==> config.mk <==
export PLATFORM = sky130hd
export DESIGN_NAME = proc_io_sched
export DESIGN_NICKNAME = d
export VERILOG_FILES = /design/src/rtl/proc_io_pkg.sv /design/src/rtl/proc_io_slot.sv /design/src/rtl/proc_io_sched.sv
export SDC_FILE = /design/constraint.sdc
export NUM_CORES = 1
export LEC_CHECK = 0
export BUFFER_PORTS_ARGS = -buffer_cell sky130_fd_sc_hd__buf_4
export CAP_MARGIN = 10
export CORE_MARGIN = 2
export CORE_UTILIZATION = 45
export CTS_CLUSTER_DIAMETER = 200
export DETAILED_ROUTE_END_ITERATION = 10
export HOLD_SLACK_MARGIN = 0.03
export PLACE_DENSITY = 0.77
export SLEW_MARGIN = 10
export SYNTH_ARGS = -nofsm -noshare
export SYNTH_HDL_FRONTEND = slang
export SYNTH_SLANG_ARGS = --single-unit
==> constraint.sdc <==
create_clock -name clk -period 1.04 [get_ports clk]
set_input_delay 0.208 -clock clk [delete_from_list [all_inputs] [get_ports clk]]
set_output_delay 0.208 -clock clk [all_outputs]
set_load 0.05 [all_outputs]
==> src/rtl/proc_io_pkg.sv <==
// Shared types and constants for the proc_fx I/O scheduler.
package proc_io_pkg;

    typedef enum logic [1:0] {
        S_HOLD  = 2'd0,
        S_PRIME = 2'd1,
        S_RUN   = 2'd2
    } state_e;

    localparam int unsigned STAT_W = 16;

    function automatic logic [STAT_W-1:0] sat_inc(input logic [STAT_W-1:0] v);
        return (v == '1) ? v : v + STAT_W'(1);
    endfunction

endpackage

==> src/rtl/proc_io_slot.sv <==
// One-entry holding register with valid/ready and an overrun/underrun event.
module proc_io_slot #(
    parameter int unsigned W = 31
) (
    input  logic         clk,
    input  logic         rst_n_i,
    input  logic         load_i,
    input  logic [W-1:0] data_i,
    input  logic         rd_i,
    output logic [W-1:0] data_o,
    output logic         full_o,
    output logic         event_o
);

    logic [W-1:0] data_q, data_d;
    logic         full_q, full_d;

    always_comb begin
        data_d = data_q;
        full_d = full_q;
        if (load_i) begin
            data_d = data_i;
            full_d = 1'b1;
        end else if (rd_i) begin
            full_d = 1'b0;
        end
    end

    always_ff @(posedge clk) begin
        if (!rst_n_i) begin
            data_q <= '0;
            full_q <= 1'b0;
        end else begin
            data_q <= data_d;
            full_q <= full_d;
        end
    end

    // Overwrite of a full entry not drained this cycle, or a read of an empty entry.
    assign event_o = (load_i & full_q & ~rd_i) | (rd_i & ~full_q);
    assign data_o  = data_q;
    assign full_o  = full_q;

endmodule

==> src/rtl/proc_io_sched.sv <==
// I/O scheduler for proc_fx: buffered stream channels, start sequencing, error flags.
// Optional event counters enabled with `define PROC_IO_SCHED_STATS_EN.
module proc_io_sched
    import proc_io_pkg::*;
#(
    parameter int unsigned NUBITS = 31,
    parameter int unsigned NUIOIN = 2,
    parameter int unsigned NUIOOU = 2
) (
    input  logic                     clk,
    input  logic                     rst,
    input  logic                     enable,
    input  logic [NUIOIN*NUBITS-1:0] s_data,
    input  logic [NUIOIN-1:0]        s_valid,
    output logic [NUIOIN-1:0]        s_ready,
    output logic [NUIOOU*NUBITS-1:0] m_data,
    output logic [NUIOOU-1:0]        m_valid,
    input  logic [NUIOOU-1:0]        m_ready,
    input  logic [NUIOIN-1:0]        proc_req_in,
    output logic [NUBITS-1:0]        proc_io_in,
    input  logic [NUIOOU-1:0]        proc_out_en,
    input  logic [NUBITS-1:0]        proc_io_out,
    output logic                     proc_rst,
    output logic [1:0]               state,
`ifdef PROC_IO_SCHED_STATS_EN
    output logic [STAT_W-1:0]        underrun_cnt,
    output logic [STAT_W-1:0]        overrun_cnt,
`endif
    output logic                     underrun,
    output logic                     overrun
);

    state_e state_q, state_d;
    logic   run;

    logic [NUIOIN-1:0]        in_full, in_evt;
    logic [NUIOIN*NUBITS-1:0] in_regs;
    logic [NUIOOU-1:0]        out_full, out_evt;
    logic                     underrun_q, underrun_d;
    logic                     overrun_q, overrun_d;

    for (genvar k = 0; k < NUIOIN; k++) begin : g_in
        proc_io_slot #(.W(NUBITS)) u_slot (
            .clk     (clk),
            .rst_n_i (rst),
            .load_i  (s_valid[k] & ~in_full[k]),
            .data_i  (s_data[k*NUBITS +: NUBITS]),
            .rd_i    (proc_req_in[k] & run),
            .data_o  (in_regs[k*NUBITS +: NUBITS]),
            .full_o  (in_full[k]),
            .event_o (in_evt[k])
        );
    end

    for (genvar j = 0; j < NUIOOU; j++) begin : g_out
        proc_io_slot #(.W(NUBITS)) u_slot (
            .clk     (clk),
            .rst_n_i (rst),
            .load_i  (proc_out_en[j] & run),
            .data_i  (proc_io_out),
            .rd_i    (m_ready[j] & out_full[j]),
            .data_o  (m_data[j*NUBITS +: NUBITS]),
            .full_o  (out_full[j]),
            .event_o (out_evt[j])
        );
    end

    assign s_ready = ~in_full;
    assign m_valid = out_full;

    // Descending scan so the lowest set strobe wins; no strobe selects channel 0.
    always_comb begin
        proc_io_in = in_regs[NUBITS-1:0];
        for (int unsigned i = NUIOIN; i > 0; i--) begin
            if (proc_req_in[i-1]) proc_io_in = in_regs[(i-1)*NUBITS +: NUBITS];
        end
    end

    always_ff @(posedge clk) begin
        if (!rst) begin
            state_q    <= S_HOLD;
            underrun_q <= 1'b0;
            overrun_q  <= 1'b0;
        end else begin
            state_q    <= state_d;
            underrun_q <= underrun_d;
            overrun_q  <= overrun_d;
        end
    end

    always_comb begin
        state_d = state_q;
        unique case (state_q)
            S_HOLD:  if (enable) state_d = S_PRIME;
            S_PRIME: begin
                if (!enable)        state_d = S_HOLD;
                else if (&in_full)  state_d = S_RUN;
            end
            S_RUN:   if (!enable) state_d = S_HOLD;
            default: state_d = S_HOLD;
        endcase
    end

    always_comb begin
        run        = (state_q == S_RUN);
        proc_rst   = ~run;
        state      = state_q;
        underrun_d = underrun_q | (|in_evt);
        overrun_d  = overrun_q | (|out_evt);
    end

    assign underrun = underrun_q;
    assign overrun  = overrun_q;

`ifdef PROC_IO_SCHED_STATS_EN
    logic [STAT_W-1:0] underrun_cnt_q, overrun_cnt_q;

    always_ff @(posedge clk) begin
        if (!rst) begin
            underrun_cnt_q <= '0;
            overrun_cnt_q  <= '0;
        end else begin
            if (|in_evt)  underrun_cnt_q <= sat_inc(underrun_cnt_q);
            if (|out_evt) overrun_cnt_q  <= sat_inc(overrun_cnt_q);
        end
    end

    assign underrun_cnt = underrun_cnt_q;
    assign overrun_cnt  = overrun_cnt_q;
`endif

endmodule
==> flow_summary.html <==
<table>
<tr><th>Metric</th><th>Value</th></tr>
<tr><th colspan="2">Power</th></tr>
<tr><td>Pwr dens</td><td>1320 nW/um^2</td></tr>
<tr><td>IR drop worst, VDD</td><td>1330 uV</td></tr>
<tr><td>Leak Pwr</td><td>~0.0052 uW</td></tr>
<tr><th colspan="2">Global routing</th></tr>
<tr><td>Number of antenna violations at the first check in global routing</td><td>0</td></tr>
<tr><td>Routing usage on met1</td><td>0.353</td></tr>
<tr><td>Overall fraction of global-route tracks in use</td><td>0.335</td></tr>
<tr><td>Highest-utilization routing layer at the global route stage</td><td>met2</td></tr>
<tr><td>Wire length of the first global-routing pass</td><td>~33,000 um</td></tr>
<tr><td>Via count of the first global-routing pass</td><td>about 6,200</td></tr>
<tr><td>Met3 demand-to-capacity share in global routing</td><td>0.0933</td></tr>
<tr><td>Met2 GRT Util</td><td>0.593</td></tr>
<tr><td>Gr ovfl total</td><td>0</td></tr>
<tr><td>Largest net degree at the start of global routing</td><td>between 50 and 60</td></tr>
<tr><th colspan="2">STA</th></tr>
<tr><td>Normalized max-slew margin</td><td>0.802</td></tr>
<tr><td>Unrepaired setup endpoints after global routing</td><td>yes</td></tr>
<tr><td>Final worst path period share</td><td>1.41</td></tr>
<tr><td>Post-layout worst setup margin</td><td>-0.423 ns</td></tr>
<tr><td>Pin slew with the least headroom to its limit</td><td>slightly below 0.3 ns</td></tr>
<tr><td>Clock Skews</td><td>roughly 0.010 ns</td></tr>
<tr><td>Hold WS</td><td>roughly 0.023 ns</td></tr>
<tr><td>Final Hold Fails</td><td>0</td></tr>
<tr><td>Max Clock Freq</td><td>between 0.6 and 0.7 GHz</td></tr>
<tr><td>Final worst path period need</td><td>1.46 ns</td></tr>
<tr><td>Final Slew Violations</td><td>0</td></tr>
<tr><td>Final setup violation count</td><td>about 230</td></tr>
<tr><th colspan="2">Flow run</th></tr>
<tr><td>Number of violations of the max-capacitance limit</td><td>0</td></tr>
<tr><th colspan="2">Layout</th></tr>
<tr><td>Area growth syn-to-layout</td><td>107%</td></tr>
<tr><td>Most common cell after layout, fill and taps aside</td><td>buf_4</td></tr>
<tr><td>Share of layout cells above drive strength 1</td><td>0.761</td></tr>
<tr><td>Count of nets after finishing</td><td>between 1,000 and 1,500</td></tr>
<tr><td>Number of antenna cells inserted</td><td>0</td></tr>
<tr><td>Most used cells in the layout excluding fill and tap cells</td><td>buf_4, nand2_1, a21boi_2</td></tr>
<tr><td>Cell area after layout</td><td>11,500 sq um</td></tr>
<tr><th colspan="2">Route</th></tr>
<tr><td>Total wirelength of the detailed-routed design</td><td>approximately 30,000 um</td></tr>
<tr><td>Number of DRC violations after detailed-routing iteration 0</td><td>approximately 610</td></tr>
<tr><td>Drt first pass iters</td><td>5</td></tr>
<tr><td>Post-detailed-route DRC marker count</td><td>0</td></tr>
<tr><td>Average wire length per cell after detail routing</td><td>between 20 and 30 um</td></tr>
<tr><td>Via density</td><td>5.80</td></tr>
<tr><td>Count of nets left with antenna violations after detail routing</td><td>0</td></tr>
<tr><td>Number of vias after detailed routing</td><td>6,550</td></tr>
<tr><th colspan="2">Floorplan</th></tr>
<tr><td>Horizontal extent of the die</td><td>roughly 120 um</td></tr>
<tr><td>Placeable core region</td><td>between 10,000 and 15,000 sq um</td></tr>
<tr><td>Die area</td><td>approximately 13,000 sq um</td></tr>
<tr><td>Site Rows</td><td>40</td></tr>
<tr><td>Total I/O pin count</td><td>~210</td></tr>
<tr><td>Initial Utilization</td><td>0.462</td></tr>
<tr><td>Die height</td><td>115 um</td></tr>
<tr><th colspan="2">Clocking</th></tr>
<tr><td>Master cell of the clock root buffer</td><td>clkbuf_16</td></tr>
<tr><td>CTS Buf Count</td><td>17</td></tr>
<tr><td>Clk slew on worst S/H paths</td><td>0.07 ns</td></tr>
<tr><td>CTS sink cnt</td><td>about 130</td></tr>
<tr><td>Worst-case clock buffer depth</td><td>2</td></tr>
<tr><td>Clock tree from TritonCTS</td><td>built</td></tr>
<tr><td># H-tree levels</td><td>4</td></tr>
<tr><td>Clk Latency, worst-skew pair</td><td>about 0.44 ns</td></tr>
<tr><th colspan="2">Logic synthesis</th></tr>
<tr><td>Warning count from the yosys run</td><td>0</td></tr>
<tr><td>Part of the Yosys area used for sequential elements</td><td>0.474</td></tr>
<tr><td>Synth Instances</td><td>~610</td></tr>
<tr><td>Avg Inst Size Synth</td><td>9.08 sq um</td></tr>
<tr><td>Number of different library cells in the post-synthesis netlist</td><td>20</td></tr>
<tr><td>Number of synthesized register bits</td><td>~130</td></tr>
<tr><td>Cell area after synthesis</td><td>5570 sq um</td></tr>
<tr><td>Syn nets</td><td>just over 700</td></tr>
<tr><th colspan="2">Placement</th></tr>
<tr><td>Port Buffer Count</td><td>205</td></tr>
<tr><td>Placed Area</td><td>7510 sq um</td></tr>
<tr><td>Final weighted congestion in routability-driven placement</td><td>0.854</td></tr>
<tr><td>Final HPWL DP</td><td>about 11,000 um</td></tr>
<tr><th colspan="2">Setup path</th></tr>
<tr><td>Worst Path Arrival</td><td>approximately 1.8 ns</td></tr>
<tr><td>Crit Path Category</td><td>reg2reg</td></tr>
<tr><td>Critical path peak fanout</td><td>8</td></tr>
<tr><td>Worst EP required</td><td>between 1 and 1.5 ns</td></tr>
<tr><td>Startpoint types</td><td>flop</td></tr>
<tr><td>Critical Path End Type</td><td>flop</td></tr>
<tr><th colspan="2">Run status</th></tr>
<tr><td>Violated checks</td><td>negative setup slack</td></tr>
<tr><td>Outcome</td><td>finished with violations</td></tr>
<tr><th colspan="2">Min path</th></tr>
<tr><td>HP Class</td><td>in2reg</td></tr>
</table>
## critical path, stage by stage (launching register included)
cell and delay (ns):
dfxtp_4 0.35, buf_6 0.12, and3b_2 0.39, buf_12 0.21, nand2_4 0.05, a21boi_2 0.23
## stage by stage
step	TNS (ns)	instances	setup slack (ns)	util	power, uW
2_1_floorplan	-4.40	614	-0.0734	-	6400
3_3_place_gp	-8.76	966	-0.295	0.623	7040
3_5_place_dp	-10.98	966	-0.316	0.623	7090
4_1_cts	-34.88	1086	-0.361	0.850	14400
5_1_grt	-55.07	1129	-0.421	0.957	15500
6_report	-50.38	1129	-0.423	0.957	15300
## timing repair
action,4_1_cts,5_1_grt
endpoints found under the hold margin,41,3
setup buffers,32,42
hold buffers,41,3
pin swaps,30,122
setup endpoints to repair,200,234
gates resized for setup,337,289
gates cloned,16,6
## cells in the mapped netlist
master / number / area (sq um)
and3b_1: 2 / 17.5
o21a_1: 2 / 15.0
nand4b_1: 1 / 8.76
a21boi_0: 8 / 60.1
nor2b_1: 2 / 12.5
dfxtp_1: 132 / 2640
mux2_2: 31 / 349
inv_1: 4 / 15.0
a21oi_1: 3 / 15.0
nand3b_1: 4 / 30.0
clkbuf_1: 13 / 48.8
nand2b_1: 7 / 43.8
o21ai_0: 2 / 10.0
buf_6: 6 / 67.6
nand2_1: 250 / 938
buf_4: 14 / 105
a311oi_1: 1 / 8.76
a21boi_1: 60 / 450
a21boi_2: 60 / 676
buf_2: 12 / 60.1
## logic make-up (layout without fill, tap and decap cells)
| group | count (synthesis) | in the layout | synth area share |
|---|---|---|---|
| mux | 31 | 31 | 0.0626 |
| flops | 132 | 132 | 0.474 |
| buf+inv | 49 | 396 | 0.0532 |
| compound gates | 136 | 136 | 0.222 |
| simple gates | 266 | 266 | 0.189 |
## power breakdown
part	internal (uW)	switching, uW
Sequential	5220	138
Combinational	1470	1460
Clock	4450	2530
Total	11100	4140
## layout make-up
type	instances	area, sq um
Multi-Input combinational cell	433	3700
Clock inverter	12	200
Clock buffer	19	464
Timing Repair Buffer	361	4160
Fill cell	259	515
Sequential cell	132	2780
Inverter	4	30.0
Tap cell	168	210
## flip-flops by register name (all words and copies together) (netlist names)
register and cells:
g_in.u_slot.data_o 62, g_out.u_slot.data_o 62, g_in.u_slot.full_o 2, g_out.u_slot.full_o 2, state 2, overrun 1
underrun 1
## layer usage
layer / vias up / wire length, um
met5: - / 0
met4: 0 / 2470
met3: 197 / 2520
met2: 501 / 14900
met1: 3167 / 10100
li1: 2685 / -
## path summary, 6_finish.rpt
check,from,endpoint,slack [ns],cells past startpoint
worst min register to register,g_in[0].u_slot.data_o[28],g_in[0].u_slot.data_o[28],0.47,2
worst max register to register,state[0],g_out[1].u_slot.data_o[0],-0.42,5
worst max-delay path,state[0],g_out[1].u_slot.data_o[0],-0.42,5
worst min-delay path,s_data[30],g_in[0].u_slot.data_o[30],0.02,3
(Power assumes the default switching activity.)
